[config.mk]
export PLATFORM = sky130hd
export DESIGN_NAME = pc_redirect_unit
export DESIGN_NICKNAME = d
export VERILOG_FILES = /design/src/rtl/pc_redirect_unit.sv
export SDC_FILE = /design/constraint.sdc
export NUM_CORES = 1
export LEC_CHECK = 0
export CORE_MARGIN = 8
export CORE_UTILIZATION = 53
export CTS_BUF_LIST = sky130_fd_sc_hd__clkbuf_16
export CTS_CLUSTER_DIAMETER = 200
export DETAILED_ROUTE_END_ITERATION = 6
export GPL_TIMING_DRIVEN = 0
export PLACE_DENSITY = 0.88
export SETUP_SLACK_MARGIN = 0.4
export SYNTH_ARGS = -nofsm -noshare
export SYNTH_HDL_FRONTEND = slang
export SYNTH_SLANG_ARGS = --single-unit
[constraint.sdc]
create_clock -name clk -period 3.5 [get_ports clk]
set_input_delay 0.35 -clock clk [delete_from_list [all_inputs] [get_ports clk]]
set_output_delay 0.35 -clock clk [all_outputs]
set_load 0.01 [all_outputs]
[src/rtl/pc_redirect_unit.sv]
// Fetch PC register with branch/jump redirect, stall-deferred redirect capture,
// pipeline flush strobes, sticky misalignment flag and a saturating taken-branch counter.
module pc_redirect_unit #(
    parameter int unsigned    XLEN     = 32,
    parameter logic [XLEN-1:0] RESET_PC = '0,
    parameter int unsigned    CNT_W    = 16
) (
    input  logic             clk,
    input  logic             rst_n,
    input  logic             stall,
    input  logic             branch_taken,
    input  logic [XLEN-1:0]  branch_target,
    input  logic             jump_en,
    input  logic [XLEN-1:0]  jump_target,
    output logic [XLEN-1:0]  pc,
    output logic [XLEN-1:0]  pc_plus4,
    output logic             flush_if_id,
    output logic             flush_id_ex,
    output logic             misalign_err,
    output logic [CNT_W-1:0] taken_cnt,
    output logic             pend_state
);

    typedef enum logic {RUN = 1'b0, PEND = 1'b1} state_e;

    state_e          state;
    logic [XLEN-1:0] pend_target;
    logic [XLEN-1:0] tgt;
    logic            redirect;
    logic            count_taken;

    assign redirect    = branch_taken | jump_en;
    assign count_taken = branch_taken & ~jump_en;
    assign pc_plus4    = pc + XLEN'(4);
    assign pend_state  = (state == PEND);

    // Jump wins over a simultaneous branch; bit 0 is always cleared (JALR semantics).
    always_comb begin
        tgt    = jump_en ? jump_target : branch_target;
        tgt[0] = 1'b0;
    end

    // In PEND, IF/ID is squashed every cycle (wrong-path fetch); ID/EX only on a fresh redirect.
    always_comb begin
        flush_if_id = 1'b0;
        flush_id_ex = 1'b0;
        if (rst_n) begin
            case (state)
                RUN: begin
                    flush_if_id = redirect;
                    flush_id_ex = redirect;
                end
                PEND: begin
                    flush_if_id = 1'b1;
                    flush_id_ex = redirect;
                end
                default: begin
                    flush_if_id = 1'b0;
                    flush_id_ex = 1'b0;
                end
            endcase
        end
    end

    always_ff @(posedge clk or negedge rst_n) begin
        if (!rst_n) begin
            state       <= RUN;
            pc          <= RESET_PC;
            pend_target <= '0;
        end else begin
            case (state)
                RUN: begin
                    if (redirect) begin
                        if (stall) begin
                            pend_target <= tgt;
                            state       <= PEND;
                        end else begin
                            pc <= tgt;
                        end
                    end else if (!stall) begin
                        pc <= pc_plus4;
                    end
                end
                PEND: begin
                    if (redirect) begin
                        pend_target <= tgt;
                    end
                    if (!stall) begin
                        pc    <= redirect ? tgt : pend_target;
                        state <= RUN;
                    end
                end
                default: state <= RUN;
            endcase
        end
    end

    always_ff @(posedge clk or negedge rst_n) begin
        if (!rst_n) begin
            taken_cnt    <= '0;
            misalign_err <= 1'b0;
        end else begin
            if (count_taken && (taken_cnt != {CNT_W{1'b1}})) begin
                taken_cnt <= taken_cnt + CNT_W'(1);
            end
            if (redirect && tgt[1]) begin
                misalign_err <= 1'b1;
            end
        end
    end

endmodule
==> results.toml <==
[run_status]
outcome = "finished clean"

[global_route]
grt_pass1_wl_mm = 30.8
grt_max_degree = 58
grt_usage_pct = 29.0
grt_pass1_vias = 5806
grt_overflow = 0
antenna_found_initial = 1

[floorplanning]
row_count = 36
dieArea_um2 = 13600
start_util_pct = 54.8
chipWidth_um = 117
core_um2 = 9820
ios = 153
die_h_um = 117

[final_layout]
area.growth.synth_to_final_pct = 37.7
post-route-util_pct = 75.5
fin_cells = 912
fill_cells = 754
finish.instance_area_um2 = 7420
layout-drive-gt1-share_pct = 9.37
num_antenna_cells = 0
final_nets = 845

[sta]
clock_skew_ps = 4.68
slew_viol_final = 0
period_needed_ps = 2990
whs_ps = 472
max_freq_ghz = 0.335
tightest_slew_ps = 935
finalHoldViolCount = 0
finalSetupTns_ps = 0
relSlewSlack_pct = 37.2
setup-violations-final = 0
final.period_utilization_pct = 85.4
rsz0062_at_grt = "false"

[critical_path]
path_depth = 5
worstPathArrival_ps = 2640
cp_slowest_stage_delay_ps = 580
r2r_slack_ps = 1280
critPathTopFamily = "simple AND/OR/NAND/NOR gates"
critPathKind = "reg2out"
path_cells = "ha_2 > nand4_1 > nor4_1 > xnor2_1 > clkdlybuf4s50_1"
start_kind = "flop"
worstPathRequired_ps = 3150
end_kind = "primary output"
r2r-end = "pc[26]"
cp_num_buf_inv = 1
reg2reg_depth = 6
r2r_start = "pend_state"
endpoint = "pc_plus4[16]"
crit_path_start = "pc[2]"
slowest_stage = "clkdlybuf4s50_1"
path_max_fanout = 7

[power_and_ir_drop]
cellPowerDensity_nw_per_um2 = 438
combinationalPowerShare_pct = 33.2
vdd_drop_max_mv = 0.362
switching_power_w = 0.00113
switching_share_pct = 34.7
internal_power_w = 0.00212
leakagePower_nw = 2.96
clkPwrFrac_pct = 27.9
seqPwrFrac_pct = 38.9

[synth]
synth_area_per_cell_um2 = 8.84
yosysUniqueCellTypes = 65
yosys.area_share.simple_pct = 22.9
synthCells = 609
synth_xor_area_share_pct = 6.51
synth_compound_area_share_pct = 19.1
ys_seq_elements = 82
synth_fp_nets = 680
async_flop_share_pct = 100
synthMuxAreaShare_pct = 7.09
syn_area_um2 = 5380
synth_top_family_by_area = "simple AND/OR/NAND/NOR gates"
synth_edf_count = 0
seq_area_frac_synth_pct = 38.1
synth_ff_type = "dfrtp_1"
synth_fa_ha_area_share_pct = 0.465
yosys_warnings = 0

[clocking]
cts_tree = "yes"
worstSkewPairLatency_ps = 340
clockBufferDepth = 2
cts_num_sinks = 82
numCtsBuffers = 9
clk_pin_slew_ps = 70
cts_root_buf = "clkbuf_16"
htree_levels = 3

[placed_design]
dpl_cell_area_um2 = 7060
placedCellCount = 891
dp_hpwl_mm = 15.1
numPortBuffers = 148
place.gp.congestion = 0.928

[routing]
wl_per_cell_um = 22.0
vias = 5864
totalWireLength_mm = 20.0
route.detailed.drc = 0
viasPerCell = 6.43
drt_pass1_iterations = 6
ant_nets = 0
first_iter_violations = 777

[worst_hold_path]
hold_class = "reg2reg"

[flow_run]
drv_cap = 0
[logic make-up after synthesis]
kind of cell | Yosys count
AOI/OAI and AO/OA | 143
xor gates and xnor gates | 40
adders and majority gates | 2
buffers and inverters | 67
DFF | 82
muxes | 38
and+or+nand+nor | 237
[how the worst min path moves through the flow]
stage | from | endpoint | cells after the start
4_1_cts | misalign_err | misalign_err | 1
6_report | misalign_err | misalign_err | 1
3_3_place_gp | misalign_err | misalign_err | 1
2_1_floorplan | rst_n | misalign_err | 0
3_5_place_dp | rst_n | pc[28] | 1
5_1_grt | misalign_err | misalign_err | 1
[per-layer routing]
layer / vias up / track usage (%) / wire length [um]
li1: 2581 / - / -
met1: 2847 / 35.6 / 7790
met2: 372 / 47.6 / 9540
met3: 62 / 7.64 / 2050
met4: 2 / 11.8 / 637
met5: - / 0 / 13
[placed cells by master (no fill, tap or decap), drive strengths merged, types with 4 or more instances in the layout]
cell type,instances
nor3,33
xor2,10
mux2i,37
clkbuf,32
xnor2,30
nor4,8
a31o,5
o22ai,6
dfrtp,82
nor2,34
inv,16
a32o,7
a221o,4
a21oi,13
and4,8
o211ai,5
and2,5
a31oi,8
nand2,75
a221oi,15
clkdlybuf4s50,147
clkinv,4
buf,36
a211oi,5
nand3b,7
nand4,19
nor2b,8
a311o,6
nand3,28
o21ai,41
[cell usage after synthesis (4+ instances only)]
master	n	area (um2)
a211oi_1	4	30.0
a21oi_1	13	65.1
a221o_1	4	40.0
a221oi_1	15	131
a311o_1	6	60.1
a31o_2	5	43.8
a31oi_1	8	50.1
a32o_1	7	70.1
and2_1	5	31.3
and4_1	8	70.1
buf_1	5	18.8
buf_2	18	90.1
buf_6	4	45.0
clkbuf_1	23	86.3
dfrtp_1	82	2050
inv_1	14	52.6
mux2i_1	37	370
nand2_1	75	282
nand3_1	26	130
nand3b_1	7	52.6
nand4_1	18	113
nor2_1	34	128
nor2b_1	8	50.1
nor3_1	31	155
nor4_1	6	37.5
o211ai_1	5	37.5
o21ai_0	41	205
o22ai_1	6	37.5
xnor2_1	30	263
xor2_1	10	87.6
[what timing repair did]
action                                  CTS  global route
endpoints found under the hold margin    26             0
resized for setup                         4             6
pin swaps                                 1             4
buffers inserted                          2             2
gates cloned                              0             0
hold buffers                              1             0
endpoints found under the setup margin    8            14
[area by class of cell]
class	count	area [um2]	area share, %
Buffer	53	263	3.54
Clock buffer	9	225	3.04
Clock inverter	7	52.6	0.709
Inverter	14	52.6	0.709
Multi-Input combinational cell	460	3060	41.2
Sequential cell	82	2050	27.7
Tap cell	133	166	2.24
Timing Repair Buffer	154	1550	20.9
[flip-flops by register name (all words and copies together) (netlist names)]
signal,count
misalign_err,1
pc,32
pend_state,1
pend_target,32
taken_cnt,16
[power by group through the flow]
| stage | Sequential [W] | Clock (W) | Combinational, W |
|---|---|---|---|
| 2_1_floorplan | 0.00127 | 0 | 0.000474 |
| 3_3_place_gp | 0.00126 | 0 | 0.00103 |
| 3_5_place_dp | 0.00127 | 0 | 0.00106 |
| 4_1_cts | 0.00125 | 0.000901 | 0.00107 |
| 5_1_grt | 0.00128 | 0.000943 | 0.00115 |
| 6_report | 0.00126 | 0.000905 | 0.00108 |
[through the flow]
step | worst slack (ps) | total power (W)
4_1_cts | 411 | 0.00323
5_1_grt | 397 | 0.00338
3_3_place_gp | -1370 | 0.00228
2_1_floorplan | 1430 | 0.00174
3_5_place_dp | 549 | 0.00233
6_report | 511 | 0.00325
Power figures use the tool's default switching activity.
